`config.mk`:
```
export PLATFORM = sky130hd
export DESIGN_NAME = key_int_arb
export DESIGN_NICKNAME = d
export VERILOG_FILES = /design/src/rtl/key_int_arb.sv
export SDC_FILE = /design/constraint.sdc
export NUM_CORES = 1
export LEC_CHECK = 0
export ABC_AREA = 1
export CAP_MARGIN = 20
export CORE_MARGIN = 5
export CORE_UTILIZATION = 40
export CTS_BUF_LIST = sky130_fd_sc_hd__clkbuf_4
export DETAILED_ROUTE_END_ITERATION = 10
export SLEW_MARGIN = 10
export SYNTH_ARGS = -nofsm -noshare
export SYNTH_HDL_FRONTEND = slang
export SYNTH_SLANG_ARGS = --single-unit
```
`constraint.sdc`:
```
create_clock -name clk -period 2.18 [get_ports clk]
set_clock_uncertainty 0.1 [all_clocks]
set_input_delay 0.327 -clock clk [delete_from_list [all_inputs] [get_ports clk]]
set_output_delay 0.327 -clock clk [all_outputs]
set_load 0.03 [all_outputs]
```
`src/rtl/key_int_arb.sv`:
```
// Debounced key-release interrupt arbiter: per-channel sync + debounce, pending/lost
// tracking, lowest-index-first pulse arbiter. Optional macro KEYINT_ACK_EN: pulse ends on int_ack.
module key_int_arb #(
    parameter int NUM_CH       = 4,
    parameter int DEBOUNCE_CYC = 3,
    parameter int PULSE_CYC    = 6,
    parameter int GAP_CYC      = 1
) (
    input  logic                                  clk,
    input  logic                                  rst_n,
    input  logic [NUM_CH-1:0]                     press,
    input  logic                                  int_ack,
    output logic                                  interrupt,
    output logic [((NUM_CH > 1) ? $clog2(NUM_CH) : 1)-1:0] int_id,
    output logic [NUM_CH-1:0]                     pending,
    output logic                                  lost
);
    localparam int IDW = (NUM_CH > 1) ? $clog2(NUM_CH) : 1;
    localparam logic [7:0] DEB_LAST   = 8'(DEBOUNCE_CYC - 1);
    localparam logic [7:0] PULSE_LAST = 8'(PULSE_CYC - 1);
    localparam logic [7:0] GAP_LAST   = 8'(GAP_CYC - 1);

    typedef enum logic [1:0] {IDLE = 2'd0, FIRE = 2'd1, GAP = 2'd2} state_t;

    logic [NUM_CH-1:0] sync1, sync2, db, rel_evt;
    logic [7:0]        db_cnt [NUM_CH];
    state_t            state, state_nx;
    logic [7:0]        ph_cnt, ph_cnt_nx;
    logic [IDW-1:0]    low_idx;
    logic              any_pend, take, int_nx;
    logic [NUM_CH-1:0] clr;

    // rel_evt is a one-cycle strobe on the edge where the debounced level falls.
    always_ff @(posedge clk or negedge rst_n) begin
        if (!rst_n) begin
            sync1   <= '0;
            sync2   <= '0;
            db      <= '0;
            rel_evt <= '0;
            for (int i = 0; i < NUM_CH; i++) db_cnt[i] <= 8'd0;
        end else begin
            sync1   <= press;
            sync2   <= sync1;
            rel_evt <= '0;
            for (int i = 0; i < NUM_CH; i++) begin
                if (sync2[i] != db[i]) begin
                    if (db_cnt[i] == DEB_LAST) begin
                        db[i]      <= sync2[i];
                        db_cnt[i]  <= 8'd0;
                        rel_evt[i] <= ~sync2[i];
                    end else begin
                        db_cnt[i] <= db_cnt[i] + 8'd1;
                    end
                end else begin
                    db_cnt[i] <= 8'd0;
                end
            end
        end
    end

    always_comb begin
        low_idx  = '0;
        any_pend = 1'b0;
        for (int i = NUM_CH - 1; i >= 0; i--) begin
            if (pending[i]) begin
                low_idx  = IDW'(i);
                any_pend = 1'b1;
            end
        end
    end

    always_ff @(posedge clk or negedge rst_n) begin
        if (!rst_n) begin
            state  <= IDLE;
            ph_cnt <= 8'd0;
        end else begin
            state  <= state_nx;
            ph_cnt <= ph_cnt_nx;
        end
    end

    // The last GAP cycle makes the IDLE decision itself, so back-to-back pulses
    // are separated by exactly GAP_CYC low cycles.
    always_comb begin
        state_nx  = state;
        ph_cnt_nx = ph_cnt;
        case (state)
            IDLE: begin
                if (any_pend) begin
                    state_nx  = FIRE;
                    ph_cnt_nx = 8'd0;
                end
            end
            FIRE: begin
`ifdef KEYINT_ACK_EN
                if (int_ack) begin
                    state_nx  = GAP;
                    ph_cnt_nx = 8'd0;
                end
`else
                if (ph_cnt == PULSE_LAST) begin
                    state_nx  = GAP;
                    ph_cnt_nx = 8'd0;
                end else begin
                    ph_cnt_nx = ph_cnt + 8'd1;
                end
`endif
            end
            GAP: begin
                if (ph_cnt == GAP_LAST) begin
                    state_nx  = any_pend ? FIRE : IDLE;
                    ph_cnt_nx = 8'd0;
                end else begin
                    ph_cnt_nx = ph_cnt + 8'd1;
                end
            end
            default: begin
                state_nx  = IDLE;
                ph_cnt_nx = 8'd0;
            end
        endcase
    end

`ifndef KEYINT_ACK_EN
    logic unused_ack;
    assign unused_ack = int_ack;
`endif

    always_comb begin
        take   = (state_nx == FIRE) && (state != FIRE);
        int_nx = (state_nx == FIRE);
        clr    = take ? (NUM_CH'(1) << low_idx) : '0;
    end

    // A new event wins over a same-cycle clear, and is not counted as lost.
    always_ff @(posedge clk or negedge rst_n) begin
        if (!rst_n) begin
            interrupt <= 1'b0;
            int_id    <= '0;
            pending   <= '0;
            lost      <= 1'b0;
        end else begin
            interrupt <= int_nx;
            if (take) int_id <= low_idx;
            pending   <= (pending & ~clr) | rel_evt;
            lost      <= lost | (|(rel_evt & pending & ~clr));
        end
    end
endmodule

```
==> reports/summary.txt <==
RUN STATUS
----------------------------------------------------------------------------------
Status                                                                   completed

CRITICAL PATH
----------------------------------------------------------------------------------
CP peak stage delay                                                        0.71 ns
Critical path type                                                    register to output port
Slowest cell on the critical path                                     sky130_fd_sc_hd__clkdlybuf4s50_1
Cell family contributing the most delay on the critical path          buffers and inverters
Crit start category                                                       register
Data required time at the worst endpoint                                   1.75 ns
Arrival time of the worst setup path                                       1.60 ns
CP cell instances                                                     clkdlybuf4s50_1
Maximum net fanout on the critical path                                          6
Worst setup EP type                                                    output port
Crit path buffers/inverters                                                      1

PWR
----------------------------------------------------------------------------------
Cell area power density                                                1100 nW/um2
Comb pwr share                                                               0.358
Leak Pwr                                                                   1.72 nW
Int Pwr                                                                  0.00246 W
Power share of the clock group                                               0.232
PnR Total Power                                                          0.00398 W
Power spent charging and discharging nets                                0.00152 W
Sequential fraction of design power                                          0.409
Fraction of power spent switching nets                                       0.382
Max IR drop VDD                                                             316 uV

GRT
----------------------------------------------------------------------------------
Aggregate global routing overflow                                                0
First-pass GRT wire length                                                 9220 um
Via count of the first global-routing pass                                   2,181
Overall fraction of global-route tracks in use                               0.117
Maximum number of pins on one net before global-route repair                    49
Initial antenna violation count                                                  0

STA
----------------------------------------------------------------------------------
Time the final worst path needs with I/O delays and setup                  2.02 ns
Summed negative setup slack over all endpoints                                0 ns
Fraction of the cycle the final worst path needs                             0.929
Final-report hold violation count                                                0
Final Max Slew Viols                                                             0
Final count of negative-setup-slack endpoints                                    0
Maximum clock frequency                                                    494 MHz
Slew at the pin with the worst max-slew slack                             0.464 ns
Normalized max-slew margin                                                   0.691
Unrepaired setup endpoints after global routing                              false

CLOCK NETWORK
----------------------------------------------------------------------------------
Clock insertion delay at the later pin of the skew report                  0.41 ns
Clock buffer count from CTS                                                      9
CTS tree                                                                     built
Number of H-tree levels                                                          3
Clock slew at reported path FFs                                            0.12 ns
Longest Clk Path Bufs                                                            2
Root buf cell                                                         sky130_fd_sc_hd__clkbuf_4
Number of clock sinks                                                           66
Post-CTS setup buffer count                                                      0

DIE
----------------------------------------------------------------------------------
Std-Cell Core Area                                                        7730 um2
Number of top-level pins                                                        15
Die Footprint                                                             9850 um2
Initial standard-cell utilization of the core                                0.412
Number of rows in the core area                                                 32
Die outline width                                                          99.2 um
Vertical die dimension                                                     99.2 um

PLACED DESIGN
----------------------------------------------------------------------------------
IO buf count                                                                    13
Sum of net half-perimeters after detailed placement                        3830 um
Final estimated routing congestion in global placement                       0.791

ROUTE
----------------------------------------------------------------------------------
Antenna violation net count after detailed routing                               0
DR vias/cell                                                                  4.59
First-pass iteration count of the detailed router                                4
Vias                                                                         2,269
Number of DRC violations after detailed-routing iteration 0                     80
Total Routed Length                                                        5140 um
Post-detailed-route DRC marker count                                             0
Routed wirelength normalized by instance count                             10.4 um

CELLS AND AREA
----------------------------------------------------------------------------------
Most common cell after layout, fill and taps aside                    sky130_fd_sc_hd__dfrtp_1
# diodes                                                                         0
Count of nets after finishing                                                  409
Number of fillers in the final layout                                          764
Share of final-layout standard cells stronger than drive strength 1         0.0944
Register Area                                                             1650 um2
Multi-input combinational cell area                                       1280 um2
Layout-stage area growth over the synthesis result                           13.9%
Commonest non-fill, non-tap cells in the layout                       sky130_fd_sc_hd__dfrtp_1 (66), sky130_fd_sc_hd__inv_1 (64), sky130_fd_sc_hd__nor2_1 (53)

SYNTHESIS
----------------------------------------------------------------------------------
Proportion of synthesized chip area in sequential cells                      0.519
Nets in the synthesized netlist                                                383
Post-Synthesis Cell Area                                                  3180 um2
Synth Register Bits                                                             66
Mean Syn Cell Area                                                        8.82 um2
Unique cell type count in the Yosys netlist                                     31
Number of instances in the synthesized netlist                                 361
Synth Warn #                                                                     0

JOB
----------------------------------------------------------------------------------
Number of max-capacitance violations reported                                    0

HOLD PATH
----------------------------------------------------------------------------------
Type of the worst min-delay path                                      primary input to register

cell families after synthesis:
group           Yosys count  share of synthesized area
xor+xnor                 10                     0.0275
fa+ha+maj                15                     0.0589
simple gates            164                      0.248
flops                    66                      0.519
buf+inv                  68                     0.0805
compound gates           38                     0.0660
cell usage after synthesis:
cell type | number | share of area
sky130_fd_sc_hd__dfrtp_1 | 66 | 0.52
sky130_fd_sc_hd__inv_1 | 64 | 0.075
sky130_fd_sc_hd__nor2_1 | 53 | 0.062
sky130_fd_sc_hd__nand2_1 | 51 | 0.060
sky130_fd_sc_hd__a21oi_1 | 20 | 0.031
sky130_fd_sc_hd__nand3_1 | 19 | 0.030
sky130_fd_sc_hd__nor3_1 | 19 | 0.030
sky130_fd_sc_hd__ha_1 | 15 | 0.059
sky130_fd_sc_hd__xor2_1 | 6 | 0.017
sky130_fd_sc_hd__o21ai_0 | 5 | 0.0079
sky130_fd_sc_hd__o21ai_1 | 5 | 0.0079
sky130_fd_sc_hd__a21o_1 | 4 | 0.0094
sky130_fd_sc_hd__nor4_1 | 4 | 0.0079
sky130_fd_sc_hd__xnor2_1 | 4 | 0.011
sky130_fd_sc_hd__inv_2 | 3 | 0.0035
sky130_fd_sc_hd__nand2_4 | 3 | 0.011
sky130_fd_sc_hd__nand3_2 | 3 | 0.0094
sky130_fd_sc_hd__nand4_1 | 3 | 0.0059
sky130_fd_sc_hd__nor2_4 | 2 | 0.0071
sky130_fd_sc_hd__a22oi_1 | 1 | 0.0024
sky130_fd_sc_hd__and2_4 | 1 | 0.0028
sky130_fd_sc_hd__clkinv_2 | 1 | 0.0016
sky130_fd_sc_hd__nand2_2 | 1 | 0.0020
sky130_fd_sc_hd__nand2_8 | 1 | 0.0063
sky130_fd_sc_hd__nand3b_2 | 1 | 0.0035
sky130_fd_sc_hd__nor2_2 | 1 | 0.0020
sky130_fd_sc_hd__nor2_8 | 1 | 0.0063
sky130_fd_sc_hd__nor3b_1 | 1 | 0.0024
sky130_fd_sc_hd__o21ai_2 | 1 | 0.0028
sky130_fd_sc_hd__o22ai_1 | 1 | 0.0020
sky130_fd_sc_hd__o31ai_1 | 1 | 0.0024
worst paths after layout:
kind                                            from                    to  slack [ns]  depth (start not counted)
max in group asynchronous                      rst_n   db_cnt[9]$_DFF_PN0_        1.06                          3
min in group asynchronous                      rst_n  db_cnt[12]$_DFF_PN0_        0.31                          2
worst min register to register    sync1[2]$_DFF_PN0_    sync2[2]$_DFF_PN0_        0.26                          0
worst max register to register    state[0]$_DFF_PN0_        lost$_DFF_PN0_        0.19                         13
worst min-delay path                        press[3]    sync1[3]$_DFF_PN0_        0.23                          1
worst max-delay path            pending[0]$_DFF_PN0_            pending[0]        0.16                          1
metal layers:
layer | up-vias | global-route usage | part of all wire
li1 | 1191 | - | -
met1 | 1051 | 0.143 | 0.50
met2 | 18 | 0.184 | 0.44
met3 | 9 | 0.0316 | 0.028
met4 | 0 | 0.0714 | 0.026
met5 | - | 0 | 0
state kept, by name (all words and copies together) (netlist names):
register and flops:
state 2, sync1 4, pending 4, interrupt 1
db_cnt 32, ph_cnt 8, sync2 4, lost 1
int_id 2, rel_evt 4, db 4
through the flow:
stage / hold slack (ns) / setup WS, ns / cell area, um2 / std cells / utilization
finish: 0.227 / 0.155 / 3630 / 494 / 0.470
global route: 0.191 / 0.00448 / 3630 / 494 / 0.470
CTS: 0.190 / 0.107 / 3630 / 494 / 0.470
detailed placement: 0.215 / 0.185 / 3460 / 477 / 0.447
global placement: 0.210 / 0.227 / 3460 / 477 / 0.447
floorplan: -0.0686 / 0.362 / 3180 / 361 / -
timing repair:
action / CTS / global route
hold endpoints to repair: 18 / 0
resized for setup: 0 / 0
hold buffers: 1 / 0
cell type report:
class	count	area share
Clock inverter	5	0.0217
Timing Repair Buffer	15	0.0428
Inverter	68	0.0707
Multi-Input combinational cell	227	0.352
Clock buffer	11	0.0228
Tap cell	102	0.0352
Sequential cell	66	0.455
power by group through the flow:
stage	logic [W]	registers, W	clock network, W
floorplan	0.000963	0.00174	0
global placement	0.00142	0.00165	0
detailed placement	0.00144	0.00166	0
CTS	0.00145	0.00164	0.000972
global route	0.00161	0.00167	0.00103
finish	0.00143	0.00163	0.000925
(Power assumes the default switching activity.)
